--- config.mk ---
export PLATFORM = sky130hd
export DESIGN_NAME = riscv_fetch_unit
export DESIGN_NICKNAME = d
export VERILOG_FILES = /design/src/rtl/riscv_fetch_unit.sv
export SDC_FILE = /design/constraint.sdc
export NUM_CORES = 1
export LEC_CHECK = 0
export ABC_AREA = 0
export ABC_CLOCK_PERIOD_IN_PS = 4450
export CAP_MARGIN = 0
export CORE_AREA = 5 5 171 173
export CTS_BUF_LIST = sky130_fd_sc_hd__clkbuf_8 sky130_fd_sc_hd__clkbuf_16
export DETAILED_ROUTE_END_ITERATION = 8
export DIE_AREA = 0 0 176 178
export PLACE_DENSITY = 0.78
export SYNTH_ARGS = -nofsm -noshare
export SYNTH_HDL_FRONTEND = slang
export SYNTH_SLANG_ARGS = --single-unit
--- constraint.sdc ---
create_clock -name i_clk -period 4.45 [get_ports i_clk]
set_input_delay 0.89 -clock i_clk [delete_from_list [all_inputs] [get_ports i_clk]]
set_output_delay 0.89 -clock i_clk [all_outputs]
set_load 0.01 [all_outputs]
--- src/rtl/riscv_fetch_unit.sv ---
// riscv_fetch_unit
// Decoupled instruction-fetch front end. It owns the PC and issues requests to
// an instruction memory with one cycle of latency. Returned words go into a
// FQ_DEPTH-entry first-word-fall-through queue, and decode drains that queue
// over a valid/ready handshake. Execute-stage redirects take priority over
// everything else.
//
// Optional feature, selected by the macro RISCV_FETCH_BTFN_EN:
//   static backward-taken / forward-not-taken prediction on returned words.
//   JAL and backward B-type branches are enqueued with pred_taken=1, the
//   fall-through request of that cycle is dropped, and the PC jumps to the target.
//   With the macro undefined, fetch is purely sequential and
//   o_fetch_pred_taken is tied to 0.
module riscv_fetch_unit #(
    parameter int unsigned     XLEN     = 32,
    parameter logic [XLEN-1:0] RESET_PC = '0,
    parameter int unsigned     FQ_DEPTH = 4
) (
    input  logic            i_clk,
    input  logic            i_rstn,
    output logic            o_imem_req,
    output logic [XLEN-1:0] o_imem_addr,
    input  logic [XLEN-1:0] i_imem_data,
    output logic            o_fetch_valid,
    input  logic            i_fetch_ready,
    output logic [XLEN-1:0] o_fetch_instr,
    output logic [XLEN-1:0] o_fetch_pc,
    output logic            o_fetch_pred_taken,
    input  logic            i_redirect_en,
    input  logic [XLEN-1:0] i_redirect_pc
);

    localparam int unsigned     PW        = (FQ_DEPTH > 1) ? $clog2(FQ_DEPTH) : 1;
    localparam int unsigned     CNTW      = PW + 1;
    localparam int unsigned     OCCW      = PW + 2;
    localparam logic [XLEN-1:0] PC_STEP   = XLEN'(4);
    localparam logic [XLEN-1:0] WORD_MASK = ~XLEN'(3);

    // PC and outstanding-request state
    logic [XLEN-1:0] r_pc;
    logic [XLEN-1:0] r_pend_pc;
    logic            r_pending;

    // Fetch queue storage and control
    logic [XLEN-1:0] r_fq_instr [FQ_DEPTH];
    logic [XLEN-1:0] r_fq_pc    [FQ_DEPTH];
    logic [PW-1:0]   r_wr_ptr;
    logic [PW-1:0]   r_rd_ptr;
    logic [CNTW-1:0] r_count;

    logic            w_deq;
    logic            w_enq;
    logic            w_req;
    logic [OCCW-1:0] w_occ;
    logic [XLEN-1:0] w_redirect_pc;
    logic            w_pred_taken;
    logic [XLEN-1:0] w_pred_target;

    assign o_fetch_valid = (r_count != '0);
    assign w_deq         = o_fetch_valid & i_fetch_ready;

    // Credit rule: slots already used, plus the word in flight, minus the one
    // leaving this cycle, must leave room before a new request is issued.
    // Because of this rule the queue can never overflow.
    assign w_occ = OCCW'(r_count) + OCCW'(r_pending) - OCCW'(w_deq);

    // Gate the request with the reset input so it stays low while reset is held.
    assign w_req = i_rstn & ~i_redirect_en & (w_occ < OCCW'(FQ_DEPTH));

    // A redirect kills the response that arrives in the same cycle.
    assign w_enq = r_pending & ~i_redirect_en;

    assign w_redirect_pc = i_redirect_pc & WORD_MASK;

    assign o_imem_req    = w_req;
    assign o_imem_addr   = r_pc;
    assign o_fetch_instr = r_fq_instr[r_rd_ptr];
    assign o_fetch_pc    = r_fq_pc[r_rd_ptr];

`ifdef RISCV_FETCH_BTFN_EN
    logic [6:0]      w_opcode;
    logic            w_is_jal;
    logic            w_is_bwd_branch;
    logic [XLEN-1:0] w_imm_j;
    logic [XLEN-1:0] w_imm_b;
    logic            r_fq_pred [FQ_DEPTH];

    assign w_opcode        = i_imem_data[6:0];
    assign w_is_jal        = (w_opcode == 7'b1101111);
    assign w_is_bwd_branch = (w_opcode == 7'b1100011) & i_imem_data[31];
    assign w_imm_j = {{(XLEN-20){i_imem_data[31]}}, i_imem_data[19:12], i_imem_data[20],
                      i_imem_data[30:21], 1'b0};
    assign w_imm_b = {{(XLEN-12){i_imem_data[31]}}, i_imem_data[7], i_imem_data[30:25],
                      i_imem_data[11:8], 1'b0};

    // Only a response that is really enqueued may steer the PC. A redirect in
    // the same cycle already clears w_enq, so the redirect wins.
    assign w_pred_taken  = w_enq & (w_is_jal | w_is_bwd_branch);
    assign w_pred_target = (r_pend_pc + (w_is_jal ? w_imm_j : w_imm_b)) & WORD_MASK;

    assign o_fetch_pred_taken = o_fetch_valid & r_fq_pred[r_rd_ptr];

    // Store the prediction flag next to each queued word
    always_ff @(posedge i_clk) begin
        if (w_enq) begin
            r_fq_pred[r_wr_ptr] <= w_pred_taken;
        end
    end
`else
    assign w_pred_taken       = 1'b0;
    assign w_pred_target      = '0;
    assign o_fetch_pred_taken = 1'b0;
`endif

    // PC sequencing. Priority order: redirect, then predicted-taken jump,
    // then sequential fetch.
    always_ff @(posedge i_clk or negedge i_rstn) begin
        if (!i_rstn) begin
            r_pc      <= RESET_PC;
            r_pend_pc <= RESET_PC;
            r_pending <= 1'b0;
        end else if (i_redirect_en) begin
            r_pc      <= w_redirect_pc;
            r_pending <= 1'b0;
        end else if (w_pred_taken) begin
            // The fall-through request issued this cycle is dropped here.
            r_pc      <= w_pred_target;
            r_pending <= 1'b0;
        end else begin
            r_pending <= w_req;
            if (w_req) begin
                r_pc      <= r_pc + PC_STEP;
                r_pend_pc <= r_pc;
            end
        end
    end

    // Queue pointers and occupancy; a redirect flushes the queue after any head handshake
    always_ff @(posedge i_clk or negedge i_rstn) begin
        if (!i_rstn) begin
            r_wr_ptr <= '0;
            r_rd_ptr <= '0;
            r_count  <= '0;
        end else if (i_redirect_en) begin
            r_wr_ptr <= '0;
            r_rd_ptr <= '0;
            r_count  <= '0;
        end else begin
            if (w_enq) begin
                r_wr_ptr <= r_wr_ptr + PW'(1);
            end
            if (w_deq) begin
                r_rd_ptr <= r_rd_ptr + PW'(1);
            end
            r_count <= r_count + CNTW'(w_enq) - CNTW'(w_deq);
        end
    end

    // Queue payload: the instruction word and its fetch address
    always_ff @(posedge i_clk) begin
        if (w_enq) begin
            r_fq_instr[r_wr_ptr] <= i_imem_data;
            r_fq_pc[r_wr_ptr]    <= r_pend_pc;
        end
    end

endmodule
==> metrics.md <==
| Metric | Value |
|---|---|
| CP Data Arrival Time | `3.32 ns` |
| Synth warnings | `0` |
| Rows | `61` |
| Die X | `176 µm` |
| RSZ-0062 raised after global routing | `no` |
| Slew Limit Fails | `0` |
| Vias in the first global route | `6924` |
| Min-Delay Path Class | `input port to asynchronous set/reset pin` |
| Post-route ant nets | `0` |
| Antenna violations before repair | `0` |
| Reg-to-reg startpoint | `r_count[0]` |
| Yosys cell types | `46` |
| Register area share after synthesis | `73.4%` |
| Initial core utilization | `45.3%` |
| H-tree levels | `1` |
| Mapped Cells | `651` |
| Hpwl dp | `16600 µm` |
| Pin count of the biggest net entering global routing | `42` |
| Area grow syn2layout | `25.0%` |
| # nets final | `909` |
| Flops & latches, synth | `316` |
| Final Hold Vio Count | `0` |
| Reg2reg end | `o_imem_addr[18]` |
| Die ar. | `about 31000 µm²` |
| Critical path class | `register to output pin` |
| P_leak | `0.00522 µW` |
| # diodes | `0` |
| Synthesized area | `roughly 12000 µm²` |
| Largest cells by area after synthesis | `edfxtp_1, dfrtp_1, mux4_2` |
| Post-CTS Setup Bufs | `0` |
| PostCTS Resize Cnt | `0` |
| Vias per cell | `between 5 and 6` |
| CTS sink count | `316` |
| Clk buf depth | `3` |
| Setup WS post-layout | `0.239 ns` |
| Initial DRT Pass Iterations | `5` |
| Setup crit end kind | `output pin` |
| Die Ht | `178 µm` |
| Peak supply drop | `0.314 mV` |
| Worst-margin pin slew | `0.662 ns` |
| GP Congestion | `0.805` |
| IO Port Bufs | `159` |
| TritonCTS clock tree | `built` |
| Status | `completed` |
| Io pins | `167` |
| Layout fillers | `between 2000 and 2500` |
| Reg2Reg Setup Slack | `1.09 ns` |
| Total negative slack | `0 ns` |
| Pwr Total | `8490 µW` |
| First-pass GRT wire length | `41000 µm` |
| Placed insts | `about 1100` |
| Layout Skew | `0.0136 ns` |
| Critical path peak fanout | `4` |
| Final cell count without fillers | `between 1000 and 1500` |
| Share of the synthesized area in the top cell type | `59.8%` |
| Startpoint types | `register` |
| Share of post-route cells with drive strength above 1 | `19.7%` |
| Clk root buf | `clkbuf_16` |
| Max Cap Violations | `0` |
| Max-Slew Margin vs Limit | `55.8%` |
| Drc violations | `0` |
| Avg WL per Cell | `21.9 µm` |
| WL final | `~26000 µm` |
| Tcrit/Tclk final | `94.6%` |
| Clock slew at reported path FFs | `0.06 ns` |
| Cell depth of the worst flop-to-flop path | `10` |
| All-Layer GR Usage | `between 10% and 20%` |
| Final Setup Violations | `0` |
| CTS Buf Count | `31` |
| Minimum clock period | `roughly 4.2 ns` |
| Max Fclk | `237 MHz` |
| Pre-CTS setup slack | `0.304 ns` |
| Core area | `about 27000 µm²` |
| Worst-skew pair later-pin latency | `between 0.5 and 0.6 ns` |
| Vias | `~6600` |
| Grt ovf | `0` |
| PD cells | `~550 nW/µm²` |
| Initial DRC Count | `415` |
| Leading area contributor after synthesis | `edfxtp_1` |
| CP required | `roughly 3.6 ns` |
| Hold Slack | `0.303 ns` |
| Hold buffers post-CTS | `0` |
| Average size of a mapped cell | `19.1 µm²` |
==> worst max-delay path by stage <==
stage	startpoint	endpoint	slack, ns	cells past startpoint
final	r_count[0]	o_imem_req	0.24	10
after global routing	r_count[1]	o_imem_req	0.09	10
after CTS	r_count[0]	o_imem_req	0.22	10
after detailed placement	i_fetch_ready	o_imem_req	0.30	10
after global placement	i_fetch_ready	o_imem_req	0.31	10
after floorplan	i_fetch_ready	o_imem_req	0.83	9
==> where the power goes <==
part	switching [µW]	leakage [µW]	internal (µW)	total, µW
Sequential	299	0.00306	3620	3920
Clock	1050	0.000545	1540	2590
Combinational	865	0.00161	1120	1990
Total	2210	0.00522	6280	8490
==> stage by stage <==
step | instance area (µm²) | utilization (%)
after global placement | 14500 | 53.0
after floorplan | 12500 | -
after CTS | 15600 | 56.7
final | 15600 | 56.7
after detailed placement | 14500 | 53.0
after global routing | 15600 | 56.7
==> final cells by class <==
cell class	instances	area (µm²)	area share [%]
inverter	13	48.8	0.313
clock inverter	24	204	1.31
clock buffer	33	815	5.23
tap	346	433	2.78
sequential	316	9160	58.8
timing repair buffer	175	1770	11.3
multi-input combinational	293	3140	20.2
==> Yosys cell counts (all sizes together) <==
cell type  instances
and3b              1
a21o               1
a31oi              6
inv               13
nor3               1
and4               4
fa                 1
dfrtp             68
nand2             35
conb               1
and3               3
xor2               7
o21ai             25
and2               6
edfxtp           248
or3                5
mux2i              2
clkbuf            17
o2111ai            4
xnor2             20
nand3              8
mux2              32
buf               16
o2111a             1
mux4              62
nor2              16
ha                10
nor2b              2
nor4               1
or4                7
o311ai             1
nand2b             1
a2111oi            9
nand4              6
o211ai             3
o31ai              4
a211oi             4
==> layout by cell type (no fill, tap or decap), types with 5 or more instances in the layout <==
cell type,instances
o21ai_0,11
conb_1,5
inv_1,25
nor2_1,14
nand4_1,5
clkdlybuf4s50_1,157
a31oi_1,6
ha_1,10
mux4_2,62
xor2_1,7
buf_12,5
edfxtp_1,248
buf_4,12
mux2_2,28
nand2_1,35
xnor2_1,20
or4_1,5
dfrtp_1,66
or3_1,5
clkbuf_16,32
nand3_1,8
o21ai_1,14
a2111oi_2,6
==> flip-flops by register name (all words and copies together), names as in the netlist <==
name / flops
o_imem_addr: 30
r_count: 3
r_fq_instr: 128
r_fq_pc: 120
r_pend_pc: 30
r_pending: 1
r_rd_ptr: 2
r_wr_ptr: 2
==> cell families after synthesis <==
group           after synthesis  synth area share [%]
mux                          96                  14.3
fa+ha+maj                    11                  1.17
xor+xnor                     27                  1.90
simple gates                 96                  4.22
compound gates               58                  3.40
flops                       316                  73.4
other cells                   1                0.0301
buf+inv                      46                  1.59
==> worst max-delay path, cell delays in order, from the launching register on <==
cell and delay, ns:
dfrtp_1 0.40, or3_1 0.44, and2_1 0.20, ha_1 0.18
inv_1 0.05, ha_1 0.22, and3b_1 0.23, nor4_4 0.30
nor2_2 0.09, nor2_4 0.12, clkdlybuf4s50_1 0.55
==> per-layer routing <==
layer	global-route usage, %	wire length [µm]	vias to the layer above
li1	-	-	2949
met1	24.4	11400	3361
met2	27.1	12600	234
met3	3.96	1850	33
met4	3.25	361	0
met5	0	0	-
Power figures use the tool's default switching activity.
==> RTL edit 1, RTL diff (same flow settings) <==
The parameter `XLEN` goes from 32 to 36.
--- a/src/rtl/riscv_fetch_unit.sv
+++ b/src/rtl/riscv_fetch_unit.sv
@@ -12,7 +12,7 @@
 //   With the macro undefined, fetch is purely sequential and
 //   o_fetch_pred_taken is tied to 0.
 module riscv_fetch_unit #(
-    parameter int unsigned     XLEN     = 32,
+    parameter int unsigned     XLEN     = 36,
     parameter logic [XLEN-1:0] RESET_PC = '0,
     parameter int unsigned     FQ_DEPTH = 4
 ) (
Ports: changed (5 resized); port bits go from 167 to 187. No check against the original RTL was run, so the function may have changed too.
==> RTL edit 1 against the unedited design <==
- critical path depth unchanged
- sequential cell count up 40
- die area stayed put
- routed wire length increased by 15%
- global-route usage increased by 2.5 points
- design area up 13%
- synthesized area is 14% higher
- clock power is 13% higher
- power is 14% higher
- setup slack worse by 26 ps
- largest cell class unchanged
- largest power group unchanged
- highest routed layer is now met5
==> RTL edit 1: results (changes against the unedited design) <==
* Outcome: completed
* EDFF count, synth at 280 (+13%)
* Post-synthesis adder-cell area fraction at 0.0111 (-0.000561)
* Arrival @ worst endpoint at 3350 ps (+30 ps)
* Maximum VDD drop at 0.000322 V (+2.6%)
* CP startpoint: i_fetch_ready
* Post-DP HPWL at 18700 um (+13%)
* Layout cells sized above 1 at 0.165 (-0.0322)
* Slew margin rel. at 0.435 (-0.124)
* Net count reported at finish at 1092 (+20%)
* H-tree level count at 2 (+1)
* Skew-Pair Late Insertion Delay at 520 ps (-30 ps)
* Routability Congestion at 0.841 (+4.4%)
* Largest cells by area after synthesis: edfxtp_1 (59%), dfrtp_1 (13%), mux4_2 (11%), nand2_1 (3.3%), mux2i_1 (1.4%)
* Gr usage total at 0.195 (+0.0254)
* Vias in the first global route at 8224 (+19%)
* Initial antenna violation count at 1 (+1)
* Compound-cell area share of the yosys netlist at 0.0252 (-0.00888)
* RR Startpoint: r_count[2]
* First-pass DRT Iterations at 7 (+2)
* Post-Synth XOR/XNOR Area at 0.00308 (-0.0159)
* Cells on worst reg2reg path at 12 (+2)
* Sw Pwr at 0.00260 W (+17%)
* List of most frequent post-synthesis cells: edfxtp_1 (280), nand2_1 (125), dfrtp_1 (76)
* Largest net degree at the start of global routing at 64 (+52%)
* Clk pin slew, worst setup/hold paths at 60 ps (about the same)
* Int Pwr at 0.00706 W (+13%)
* Vias at 7951 (+21%)
* CTS resizes at 0 (unchanged)
* DRT iter0 DRCs at 600 (+45%)
* Dpl cells at 1311 (+15%)
* I/O Buffers at 179 (+13%)
* Crit Reg-Reg Endpoint: o_imem_addr[19]
* Inserted Clock Buffers at 37 (+19%)
* Via density at 5.77 (+5.2%)
* Leak at 6.17 nW (+18%)
* Max Freq at 236 MHz (-0.61%)
* Comb power at 0.00225 W (+13%)
* Placement Cell Area at 16400 um2 (+13%)
## RTL edit 1: changes by cell type in the layout (fill, tap and decap cells not counted), moves of 12 or more
cell,unedited run,this run
a221o_1,0,17
mux2i_1,2,20
nand2_1,35,125
nor3_1,1,16
nor4_1,0,12
xnor2_1,20,4
clkdlybuf4s50_1,157,177
mux2_2,28,9
edfxtp_1,248,280
o21ai_1,14,0
## RTL edit 1: worst max-delay path: stages
cell and delay [ps]:
clkdlybuf4s50_1 440, and2_1 200, ha_1 170, inv_1 40, ha_1 280, and3b_1 180, o21ai_0 290, o2111ai_4 180
inv_2 130, clkdlybuf4s50_1 540
## RTL edit 1: how the worst min path moves through the flow
| stage | depth (start not counted) | start | slack [ps] | end |
|---|---|---|---|---|
| 3_3_place_gp | 0 | r_pend_pc[32] | 500 | r_fq_pc[2][32] |
| 5_1_grt | 1 | i_rstn | 260 | r_pend_pc[16] |
| 2_1_floorplan | 0 | r_pend_pc[10] | 480 | r_fq_pc[0][10] |
| 4_1_cts | 1 | i_rstn | 250 | r_pend_pc[16] |
| 3_5_place_dp | 0 | r_pend_pc[28] | 510 | r_fq_pc[2][28] |
| 6_report | 1 | i_rstn | 250 | r_pend_pc[16] |
## RTL edit 1: per-layer routing
metal  vias up  GRT usage  wire [um]  part of all wire
li1       3568          -          -                 -
met1      4050      0.278      13300              0.44
met2       291      0.318      14600              0.48
met3        40     0.0403       2030             0.067
met4         2     0.0432        415             0.014
met5         -          0         13           0.00043
## RTL edit 1: area by class of cell
type                            count  area, um2
Clock inverter                     23        128
Fill cell                        1948       9890
Multi-Input combinational cell    400       3640
Inverter                           14       52.6
Sequential cell                   356      10300
Clock buffer                       45       1060
Tap cell                          346        433
Timing Repair Buffer              195       1950
==> RTL edit 2, RTL diff (same flow settings) <==
Without the edit above. Add a define of `RISCV_FETCH_BTFN_EN`.
--- a/src/rtl/riscv_fetch_unit.sv
+++ b/src/rtl/riscv_fetch_unit.sv
@@ -11,6 +11,8 @@
 //   fall-through request of that cycle is dropped, and the PC jumps to the target.
 //   With the macro undefined, fetch is purely sequential and
 //   o_fetch_pred_taken is tied to 0.
+`define RISCV_FETCH_BTFN_EN
+
 module riscv_fetch_unit #(
     parameter int unsigned     XLEN     = 32,
     parameter logic [XLEN-1:0] RESET_PC = '0,
Check against the original RTL: not equivalent (Yosys sat finds a counterexample within 4 cycles, from zero or initial values and one cycle with i_rstn low).
==> RTL edit 2 against the unedited design <==
- setup slack worse by 46 ps
- power is 23% higher
- design area is 15% higher
- first-iteration DRC count is 96% higher
- sequential cell count is 4 higher
- synthesized cell count is 53% higher
- global-route usage is 5.7 points higher
- synthesized area is 16% higher
- routed wire length is 34% higher
- sequential share of layout area is 7.0 points lower
- critical endpoint is now o_imem_addr[19]
==> RTL edit 2: results (changes against the unedited design) <==
* List of most frequent post-synthesis cells: edfxtp_1 (252), nand2_1 (129), dfrtp_1 (68)
* Gr usage total at 0.227 (+0.0571)
* Largest cells by area after synthesis: edfxtp_1 (52%), dfrtp_1 (12%), mux4_2 (9.8%), ha_1 (3.6%), nand2_1 (3.4%)
* Comb power at 0.00358 W (+80%)
* Sw Pwr at 0.00338 W (+53%)
* Critical path fanouts, max at 5 (+1)
* CP startpoint: i_imem_data[5]
* Maximum VDD drop at 0.000302 V (-3.6%)
* WL/cell at 22.1 um (+1.1%)
* Routability Congestion at 0.922 (+14%)
* Outcome: completed
* Hold_ws at 560 ps (+257 ps)
* Largest net degree at the start of global routing at 69 (+64%)
* Top delay family on crit path: compound AO/OA/AOI/OAI gates
* Layout cells sized above 1 at 0.166 (-0.0306)
* Final core utilization at 0.651 (+0.0846)
* Fillers at 1932 (-6.9%)
* Via density at 5.98 (+9.2%)
* Tmin final at 4260 ps (+45.6 ps)
* Dpl cells at 1524 (+33%)
* Register area share after synthesis at 0.641 (-0.0929)
* Distinct cell type count after synthesis at 68 (+48%)
* Inserted Clock Buffers at 34 (+9.7%)
* Post-DP HPWL at 23300 um (+41%)
* Vias at 9491 (+44%)
* Leak at 6.54 nW (+25%)
* CP endpoint: o_imem_addr[19]
* Reg-to-reg setup timing slack at 880 ps (-210 ps)
* I/O Buffers at 160 (+0.63%)
* Placement Cell Area at 16800 um2 (+16%)
* H-tree level count at 2 (+1)
* Clock power frac at 0.258 (-0.047)
* EDFF count, synth at 252 (+1.6%)
## RTL edit 2: layout make-up
cell class                      count  share of cell area
Sequential cell                   320               0.518
Inverter                           24             0.00503
Tap cell                          346              0.0242
Multi-Input combinational cell    613               0.273
Clock buffer                       36              0.0491
Timing Repair Buffer              221               0.119
Clock inverter                     26              0.0109
## RTL edit 2: cell families (layout without fill, tap and decap cells)
logic type | Yosys count | in the layout | synth area share
fa+ha+maj | 44 | 44 | 0.0391
buf+inv | 70 | 307 | 0.0217
flops | 320 | 320 | 0.641
other cells | 1 | 5 | 0.000260
compound gates | 192 | 192 | 0.0875
xor+xnor | 42 | 42 | 0.0255
mux | 71 | 71 | 0.104
simple gates | 259 | 259 | 0.0804
## RTL edit 2: routing by layer
metal  up-vias  GRT usage  share of wire
met5         -          0              0
met4         0     0.0721          0.029
met3        68     0.0428          0.073
met2       408      0.366           0.48
met1      4758      0.317           0.42
li1       4257          -              -
